--- config.mk ---
export PLATFORM = sky130hd
export DESIGN_NAME = ncl_dualrail_pipe_sync
export DESIGN_NICKNAME = d
export VERILOG_FILES = /design/src/rtl/ncl_dualrail_pipe_sync.sv
export SDC_FILE = /design/constraint.sdc
export NUM_CORES = 1
export LEC_CHECK = 0
export BUFFER_PORTS_ARGS = -buffer_cell sky130_fd_sc_hd__buf_2
export CELL_PAD_IN_SITES_DETAIL_PLACEMENT = 0
export CELL_PAD_IN_SITES_GLOBAL_PLACEMENT = 1
export CORE_MARGIN = 2
export CORE_UTILIZATION = 40
export CTS_BUF_LIST = sky130_fd_sc_hd__clkbuf_2 sky130_fd_sc_hd__clkbuf_4 sky130_fd_sc_hd__clkbuf_8
export CTS_CLUSTER_DIAMETER = 60
export DETAILED_ROUTE_END_ITERATION = 10
export PLACE_DENSITY = 0.74
export SYNTH_ARGS = -nofsm -noshare
export SYNTH_HDL_FRONTEND = slang
export SYNTH_SLANG_ARGS = --single-unit
--- constraint.sdc ---
create_clock -name clk -period 1.6 [get_ports clk]
set_input_delay 0.24 -clock clk [delete_from_list [all_inputs] [get_ports clk]]
set_output_delay 0.24 -clock clk [all_outputs]
set_load 0.01 [all_outputs]
--- src/rtl/ncl_dualrail_pipe_sync.sv ---
// rtl/ncl_dualrail_pipe_sync.sv - clocked dual-rail NCL wavefront pipeline, binary valid/ready at both ends
// Optional occupancy counter and port enabled by NCL_OCCUPANCY_EN.
module ncl_dualrail_pipe_sync #(
  parameter int WIDTH = 4,
  parameter int DEPTH = 4
) (
  input  logic             clk,
  input  logic             init,
  input  logic [WIDTH-1:0] in_data,
  input  logic             in_valid,
  output logic             in_ready,
  output logic [WIDTH-1:0] out_data,
  output logic             out_valid,
  input  logic             out_ready
`ifdef NCL_OCCUPANCY_EN
  ,
  output logic [$clog2(DEPTH+1)-1:0] occupancy
`endif
);

  logic [DEPTH-1:0][WIDTH-1:0] rail1;
  logic [DEPTH-1:0][WIDTH-1:0] rail0;
  logic                        ack;

  logic [DEPTH-1:0] is_data;
  logic [DEPTH-1:0] is_null;
  logic [DEPTH-1:0] down_data;
  logic [DEPTH-1:0] down_null;
  logic [DEPTH-1:0] adv_data;
  logic [DEPTH-1:0] adv_null;
  logic             accept;
  logic             take;

  // Completion detection: a stage is DATA only when every bit has exactly one rail set.
  always_comb begin
    for (int i = 0; i < DEPTH; i++) begin
      is_data[i] = &(rail1[i] ^ rail0[i]);
      is_null[i] = ~|(rail1[i] | rail0[i]);
    end
  end

  // The sink ack flop acts as the completion of a virtual stage after the last one.
  always_comb begin
    for (int i = 0; i < DEPTH; i++) begin
      if (i == DEPTH - 1) begin
        down_data[i] = ack;
        down_null[i] = ~ack;
      end else begin
        down_data[i] = is_data[i+1];
        down_null[i] = is_null[i+1];
      end
    end
  end

  always_comb begin
    adv_data    = '0;
    adv_null    = '0;
    adv_data[0] = accept;
    adv_null[0] = ~accept & is_data[0] & is_data[1];
    for (int i = 1; i < DEPTH; i++) begin
      adv_data[i] = is_data[i-1] & is_null[i] & down_null[i];
      adv_null[i] = is_null[i-1] & is_data[i] & down_data[i];
    end
  end

  assign in_ready  = is_null[0] & is_null[1];
  assign accept    = in_valid & in_ready;
  assign out_valid = is_data[DEPTH-1] & ~ack;
  assign out_data  = rail1[DEPTH-1];
  assign take      = out_valid & out_ready;

  always_ff @(posedge clk or posedge init) begin
    if (init) begin
      rail1 <= '0;
      rail0 <= '0;
    end else begin
      if (adv_data[0]) begin
        rail1[0] <= in_data;
        rail0[0] <= ~in_data;
      end else if (adv_null[0]) begin
        rail1[0] <= '0;
        rail0[0] <= '0;
      end
      for (int i = 1; i < DEPTH; i++) begin
        if (adv_data[i]) begin
          rail1[i] <= rail1[i-1];
          rail0[i] <= rail0[i-1];
        end else if (adv_null[i]) begin
          rail1[i] <= '0;
          rail0[i] <= '0;
        end
      end
    end
  end

  always_ff @(posedge clk or posedge init) begin
    if (init) begin
      ack <= 1'b0;
    end else if (take) begin
      ack <= 1'b1;
    end else if (is_null[DEPTH-1] && ack) begin
      ack <= 1'b0;
    end
  end

`ifdef NCL_OCCUPANCY_EN
  localparam int OW = $clog2(DEPTH + 1);

  logic [OW-1:0] occ_q;

  always_ff @(posedge clk or posedge init) begin
    if (init) begin
      occ_q <= '0;
    end else if (accept && !take) begin
      occ_q <= occ_q + OW'(1);
    end else if (take && !accept) begin
      occ_q <= occ_q - OW'(1);
    end
  end

  assign occupancy = occ_q;
`endif

endmodule

Yosys cells after proc, flatten, opt, wreduce, memory -nomap -nowiden
Cells that the tools add are included.
{"block": "classes", "n_reduce_logical": 18, "n_bitwise": 29, "muxes": 14}
{"cell": "$mux W4", "n": 12}
{"cell": "$and A1 B1 Y1", "n": 18}
{"cell": "$or A4 B4 Y4", "n": 4}
{"cell": "$reduce_and A4 Y1", "n": 4}
{"cell": "$reduce_or A4 Y1", "n": 4}
{"cell": "$xor A4 B4 Y4", "n": 4}
{"cell": "$reduce_bool A2 Y1", "n": 5}
{"cell": "$logic_not A1 Y1", "n": 4}
{"cell": "$not A4 Y4", "n": 1}
{"cell": "$mux W1", "n": 2}
{"cell": "$not A1 Y1", "n": 2}
{"cell": "$logic_and A1 B1 Y1", "n": 1}
{"block": "totals", "out_inout_bits": 6, "input_bits": 8, "regBits": 33}

Longest topological paths before layout
Gate-level depths: netlist (run 1).
{"block": "depth", "depth_word": 10, "depth_mapped": 6, "depth_no_buf": 6}

Worst setup path after synthesis (run 1)
OpenSTA, ideal clock, no wires.
{"block": "synth_timing", "kind": "reg2reg", "start": "register rail1[4] (netlist name)", "end": "register rail0[10] (netlist name)", "path_stages_with_launch": 7, "arrival_time_ns": 1.448, "slack_ns": 0.031, "setup_ns": 0.121, "n_path_buf": 0, "t_required_ns": 1.479, "path_cell_list": "dfrtp_1 inv_1 ha_1 nand4_2 nor3_4 nor2_2 a22o_1"}
{"block": "synth_between", "elab_chain_cells": 6, "word_cells_on_any_way": 11}
{"element": "from (decl)", "line_no": "21", "rtl": "logic [DEPTH-1:0][WIDTH-1:0] rail1;"}
{"element": "from (signal, indexed assignment)", "line_no": "86", "rtl": "rail1[i] <= rail1[i-1];"}
{"element": "$or A4 B4 Y4", "line_no": "38", "rtl": "is_null[i] = ~|(rail1[i] | rail0[i]);"}
{"element": "$reduce_or A4 Y1", "line_no": "38"}
{"element": "$logic_not A1 Y1", "line_no": "38"}
{"element": "$and A1 B1 Y1 (2 in series)", "line_no": "62", "rtl": "adv_null[i] = is_null[i-1] & is_data[i] & down_data[i];"}
{"element": "$reduce_bool A2 Y1 (no line)"}
{"element": "to (signal, indexed assignment)", "line_no": "87", "rtl": "rail0[i] <= rail0[i-1];"}
{"element": "to (decl)", "line_no": "22", "rtl": "logic [DEPTH-1:0][WIDTH-1:0] rail0;"}
Parallel ways exist; a longest one is shown, timed or not.
A chain may end at the register's enable or synchronous reset.

Final worst setup path (run 1)
{"block": "layout_timing", "start": "register rail0[2] (netlist name)", "end": "register rail1[5] (netlist name)"}
{"block": "layout_between", "elab_chain_cells": 6, "word_cells_on_any_way": 11}
{"element": "$or A4 B4 Y4", "line_no": "38"}
{"element": "$reduce_or A4 Y1", "line_no": "38"}
{"element": "$logic_not A1 Y1", "line_no": "38"}
{"element": "$and A1 B1 Y1 (2 in series)", "line_no": "62"}
{"element": "$reduce_bool A2 Y1 (no line)"}
Parallel ways exist; a longest one is shown, timed or not.

==> run_results.csv, run 1 <==
group,metric,value,unit
outcome,outcome,"complete, but fails checks",
outcome,violations,"negative setup slack",
yosys,synth_ff_type,"dfrtp_1",
timing,fmax,607.2,MHz
detailed_routing,num_vias,1289,
critical_path,crit_path_top_delay_cell,"dfrtp_1",
global_route,grt_overflow,0,
detailed_routing,routed_via_density,5.035,
timing,setup_ws,-0.04692,ns
yosys,postSynth.asyncResetShare,100.0,%
timing,min_period_over_period,102.9,%
place,port_buffers,13,
hold_path,hp-class,"primary input to async pin",
detailed_routing,ant_nets,0,
pwr,p_comb_share,45.4,%
pwr,ir_drop,783.3,uV
yosys,synth_edf_count,0,
job,drv_cap,0,
critical_path,crit_path_end_kind,"flop",
floorplanning,die_w,68.65,um
global_route,antenna_found_initial,0,
clocking,cts_tree,"yes",
timing,grt_setup_unrepaired,"true",
yosys,synth_largest_area_cell,"dfrtp_1",
clocking,ctsRootBufferMaster,"clkbuf_8",
floorplanning,io-pin-count,14,
floorplanning,num_rows,23,
place,dpl_worst_slack,-0.08037,ns
timing,hold_viol,0,
yosys,yosysTopAreaCellShare,49.40,%
place,place_congestion,0.7635,
yosys,synth.avg_cell_area,11.45,sq um
critical_path,crit_chain,"inv_1 > ha_1 > nand4_1 > buf_4 > nor3_4 > nor2_4 > a22o_1",
clocking,cts-htree-levels,2,
place,postPlaceCellArea,1822,sq um
critical_path,worstPathArrival,1.82,ns
timing,finalSetupViolations,9,
floorplanning,dieArea,4712,sq um
critical_path,critical_path_required,1.77,ns
clocking,clk_latency,0.28,ns
yosys,syn_area,1672,sq um
critical_path,startpoint_type,"flop",
pwr,switching_share,33.59,%
critical_path,slowest_delay,0.39,ns
detailed_routing,firstDrtPassIters,4,
critical_path,crit_start,"rail0[2]$_DFFE_PP0P_",
clocking,cts_buffers,5,
yosys,ys_ff_latch,33,
global_route,grt_max_degree,34,
clocking,clockBufferDepth,2,
cells_and_area,post-route-util,58.18,%
pwr,clkPwrFrac,19.1,%
global_route,grt_pass1_vias,1311,
pwr,p_per_area,1432,nW/um^2
cells_and_area,drive_above_1_share,42.72,%
detailed_routing,wl_per_cell,14.16,um
critical_path,r2r_start,"rail0[2]$_DFFE_PP0P_",
pwr,p_leak,1.155,nW
cells_and_area,stdcell_area,2327,sq um
timing,layout_min_cycle_time,1.647,ns
critical_path,worstPathMaxFanout,8,
pwr,pwr-share-seq,35.5,%
yosys,synth_fp_nets,170,
timing,tightestPinTransition,0.4099,ns
cells_and_area,num_antenna_cells,0,
yosys,seq_area_frac_synth,49.40,%
detailed_routing,drcViolationCount,0,
timing,relSlewSlack,72.67,%
floorplanning,start_util,41.79,%
pwr,p_int,0.002213,W
cells_and_area,syn_to_final_growth,39.22,%
place,hpwl,2.430,mm
floorplanning,die_h,68.65,um
floorplanning,core,4000,sq um
clocking,cts_sinks,33,
cells_and_area,final_nets,229,
critical_path,worstSetupPathType,"flop to flop",
yosys,yosys-top-cells-area,"dfrtp_1, a22o_1, ha_1",
timing,tns,-0.1916,ns
yosys,yosysWarnings,0,
global_route,grt_pass1_wl,5.816,mm
pwr,p_sw,0.001119,W
detailed_routing,drt_iter0_drc,91,
clocking,clk_pin_slew_worst_paths,0.06,ns
timing,final.setup_skew,0.003350,ns
global_route,grt.total_usage,17.61,%
yosys,netlist-cell-type-count,18,
timing,drv_slew,0,
yosys,synth_cells,146,
detailed_routing,drt_wl_total,3.624,mm
-- registers in the layout (all words and copies together), names as in the netlist --
name / flops
ack: 1
out_data: 4
rail0: 16
rail1: 12
-- logic make-up after synthesis --
logic type	count (synthesis)	synth area share, %
buffers and inverters	38	9.431
AO/OA/AOI/OAI	34	17.59
flip-flops	33	49.40
AND/OR/NAND/NOR	25	11.60
adder cells (fa/ha/maj)	16	11.98
-- critical path, delay by kind of cell, from the launching register on --
family | cells | cell delay, ns
AO/OA/AOI/OAI | 1 | 0.21
adder cells (fa/ha/maj) | 1 | 0.27
buffers and inverters | 2 | 0.23
flip-flops | 1 | 0.39
AND/OR/NAND/NOR | 3 | 0.43
-- metrics by stage --
step / total power (W) / std cells / hold slack (ns)
after floorplan: 0.001766 / 146 / 0.3225
after detailed placement: 0.002037 / 212 / 0.3505
after global placement: 0.001973 / 212 / 0.3336
final: 0.003332 / 256 / 0.03028
after CTS: 0.003098 / 241 / 0.04360
after global routing: 0.003568 / 256 / 0.1010
-- power groups by stage --
stage          Clock, W  Sequential (W)  Combinational [W]
2_1_floorplan         0         0.00116           0.000609
3_3_place_gp          0         0.00121           0.000761
3_5_place_dp          0         0.00122           0.000817
4_1_cts        0.000656         0.00119            0.00125
5_1_grt        0.000691         0.00120            0.00167
6_report       0.000636         0.00118            0.00151
-- cells in the final DEF, fill, tap and decap left out --
master | Yosys | final
clkbuf_8 | 0 | 5
nor2_4 | 0 | 4
ha_4 | 0 | 2
o21ai_0 | 1 | 1
nand4_1 | 4 | 4
nand2b_1 | 1 | 1
clkbuf_4 | 0 | 3
ha_2 | 0 | 3
dfrtp_1 | 33 | 33
buf_2 | 0 | 13
buf_6 | 0 | 2
inv_2 | 0 | 2
ha_1 | 16 | 11
nand2_1 | 2 | 2
nor2_2 | 1 | 1
a22o_1 | 28 | 28
o2bb2ai_1 | 4 | 4
inv_1 | 34 | 32
nor2_1 | 6 | 2
nor3_2 | 2 | 1
a21oi_4 | 0 | 1
buf_4 | 4 | 41
nor3_4 | 2 | 6
nand4_4 | 1 | 4
-- synthesized netlist by cell type (all sizes together) (2+ instances only) --
master / count
nand4: 8
o2bb2ai: 4
a22o: 28
inv: 34
nor3: 7
dfrtp: 33
nor2: 7
ha: 16
nand2: 2
buf: 4
-- timing repair --
action / CTS / global route
hold buffers: 0 / 0
pin swaps: 10 / 16
setup endpoints to repair: 12 / 34
resized for setup: 12 / 17
gates cloned: 0 / 0
buffers inserted: 21 / 16
endpoints found under the hold margin: 0 / 0
-- per-layer routing --
layer,wire length (um),up-vias,part of all wire [%],track usage (%)
met1,1506,627,42,19.73
met2,1944,21,54,31.13
met3,104,9,2.9,3.896
li1,-,632,-,-
met4,68,0,1.9,9.000
met5,0,-,0,0
-- cell type report --
type	count	area, sq um
inverter	34	127.6
fill	343	1673
sequential	33	825.8
multi-input combinational	75	824.5
tap	50	62.56
clock buffer	8	91.34
timing repair buffer	56	395.4
-- final timing paths --
path	endpoint	cells past startpoint	slack, ns
max in group asynchronous	rail0[7]$_DFFE_PP0P_	3	1.27
worst max register to register	rail1[5]$_DFFE_PP0P_	7	-0.05
worst min register to register	rail1[11]$_DFFE_PP0P_	1	0.53
worst min-delay path	rail1[8]$_DFFE_PP0P_	3	0.03
min in group clk	rail0[0]$_DFFE_PP0P_	2	0.14
worst max-delay path	rail1[5]$_DFFE_PP0P_	7	-0.05
Power figures use the tool's default switching activity.
==> run 2, diff against run 1 <==
--- a/config.mk
+++ b/config.mk
@@ -14,6 +14,7 @@
 export CTS_CLUSTER_DIAMETER = 60
 export DETAILED_ROUTE_END_ITERATION = 10
 export PLACE_DENSITY = 0.74
+export SETUP_SLACK_MARGIN = 0.2
 export SYNTH_ARGS = -nofsm -noshare
 export SYNTH_HDL_FRONTEND = slang
 export SYNTH_SLANG_ARGS = --single-unit
==> run_results.csv, run 2 (synthesis results as in run 1) <==
group,metric,value,unit
global_route,grt_max_degree,34,
pwr,p_per_area,1530,nW/um^2
cells_and_area,finalNonFillerCells,265,
floorplanning,num_rows,23,
timing,tightestPinTransition,0.4233,ns
outcome,outcome,"complete, but fails checks",
detailed_routing,wl_per_cell,14.15,um
floorplanning,start_util,41.79,%
critical_path,worstPathMaxFanout,8,
clocking,ctsRootBufferMaster,"clkbuf_8",
cells_and_area,seqCellArea,825.8,sq um
cells_and_area,mostFrequentLayoutCell,"buf_4",
critical_path,r2r_start,"rail1[0]$_DFFE_PP0P_",
critical_path,cp-endpoint,"rail1[3]$_DFFE_PP0P_",
outcome,violations,"negative setup slack",
pwr,ir_drop,980.7,uV
global_route,antenna_found_initial,0,
cells_and_area,num_antenna_cells,0,
timing,setup_ws,-0.05608,ns
clocking,clk_pin_slew_worst_paths,0.06,ns
detailed_routing,drcViolationCount,0,
place,hpwl,2.519,mm
timing,min_period_over_period,103.5,%
global_route,grt_overflow,0,
floorplanning,core,4000,sq um
critical_path,timing.rr.end,"rail1[3]$_DFFE_PP0P_",
clocking,cts_sinks,33,
clocking,holdBufCountCts,0,
critical_path,startpoint_type,"flop",
critical_path,critical_path_required,1.77,ns
floorplanning,dieArea,4712,sq um
critical_path,crit_chain,"inv_1 > ha_1 > nand4_1 > buf_4 > nor3_4 > nor2_4 > a22o_1",
pwr,p_leak,1.208,nW
critical_path,worstSetupPathType,"flop to flop",
timing,finalSetupViolations,14,
cells_and_area,multi_input_area,859.6,sq um
global_route,grt.total_usage,18.43,%
cells_and_area,largest_reg_flops,16,
global_route,grt_pass1_wl,6.127,mm
cells_and_area,final_nets,238,
hold_path,hp-class,"primary input to async pin",
detailed_routing,drt_iter0_drc,75,
floorplanning,io-pin-count,14,
cells_and_area,top_register,"rail0",
detailed_routing,routed_via_density,5.177,
place,dp.cells,224,
clocking,cts-htree-levels,2,
timing,drv_slew,0,
detailed_routing,drt_wl_total,3.750,mm
timing,grt_setup_unrepaired,"true",
critical_path,crit_path_end_kind,"flop",
critical_path,slowest_delay,0.39,ns
cells_and_area,fillers,340,
place,place_congestion,0.7202,
detailed_routing,num_vias,1372,
critical_path,crit_path_top_delay_cell,"dfrtp_1",
clocking,clk_latency,0.28,ns
clocking,cts_buffers,5,
place,dpl_worst_slack,-0.03166,ns
timing,layout_min_cycle_time,1.656,ns
critical_path,worstPathArrival,1.82,ns
timing,final.setup_skew,0.005597,ns
clocking,clockBufferDepth,2,
cells_and_area,drive_above_1_share,48.84,%
clocking,cts_tree,"yes",
job,drv_cap,0,
cells_and_area,final_cell_mix,"buf_4, dfrtp_1, inv_1",
detailed_routing,firstDrtPassIters,4,
critical_path,rrSetupSlack,-0.06,ns
floorplanning,die_w,68.65,um
timing,fmax,603.8,MHz
floorplanning,die_h,68.65,um
timing,relSlewSlack,71.78,%
place,port_buffers,13,
global_route,grt_pass1_vias,1398,
critical_path,crit_start,"rail1[0]$_DFFE_PP0P_",
detailed_routing,ant_nets,0,
cells_and_area,syn_to_final_growth,46.41,%
critical_path,reg2reg_depth,7,
timing,hold_viol,0,
run 2: layout make-up:
class,instances,share of cell area [%]
multi-input combinational,75,35.12
tap,50,2.556
inverter,34,5.215
timing repair buffer,65,19.63
clock buffer,8,3.732
sequential,33,33.74
run 2: stage by stage:
| stage | total power (W) | area [sq um] | setup TNS, ns | hold slack [ns] | utilization [%] |
|---|---|---|---|---|---|
| 2_1_floorplan | 0.001798 | 1702 | 0 | 0.3225 | - |
| 3_5_place_dp | 0.002135 | 1942 | -0.2497 | 0.3504 | 48.55 |
| 5_1_grt | 0.003979 | 2447 | -2.977 | 0.07350 | 61.18 |
| 6_report | 0.003745 | 2447 | -0.4297 | 0.03944 | 61.18 |
| 4_1_cts | 0.003407 | 2293 | -0.2651 | 0.04690 | 57.34 |
| 3_3_place_gp | 0.002099 | 1942 | 0 | 0.3344 | 48.55 |
run 2: where the power goes:
| part | switching (W) | internal (W) | total, W |
|---|---|---|---|
| Combinational | 0.000849 | 0.00111 | 0.00196 |
| Sequential | 0.000120 | 0.00103 | 0.00115 |
| Clock | 0.000277 | 0.000359 | 0.000636 |
run 2: worst min-delay path by stage:
stage	slack [ns]	cells past startpoint	end	startpoint
final	0.04	3	rail1[8]$_DFFE_PP0P_	init
after global routing	0.07	3	rail0[6]$_DFFE_PP0P_	init
after CTS	0.05	3	ack$_DFFE_PP0P_	init
after detailed placement	0.35	3	rail1[10]$_DFFE_PP0P_	init
after global placement	0.33	3	rail1[10]$_DFFE_PP0P_	init
after floorplan	0.32	1	rail0[0]$_DFFE_PP0P_	in_data[0]
run 2: layer usage:
| metal | up-vias | part of all wire (%) | GRT usage [%] |
|---|---|---|---|
| li1 | 652 | - | - |
| met1 | 682 | 40 | 20.44 |
| met2 | 31 | 54 | 33.17 |
| met3 | 7 | 4.5 | 5.195 |
| met4 | 0 | 1.2 | 7.000 |
| met5 | - | 0 | 0 |
run 2: timing repair:
item | 4_1_cts | 5_1_grt
buffers inserted | 25 | 8
resized for setup | 16 | 21
setup endpoints to repair | 34 | 34
pin swaps | 15 | 16
run 2: worst max-delay path: cells and delay by family (launching register included):
kind | cells | cell delay [ns]
and+or+nand+nor | 3 | 0.52
buffers and inverters | 2 | 0.28
AOI/OAI and AO/OA | 1 | 0.19
DFF | 1 | 0.39
adders and majority gates | 1 | 0.14
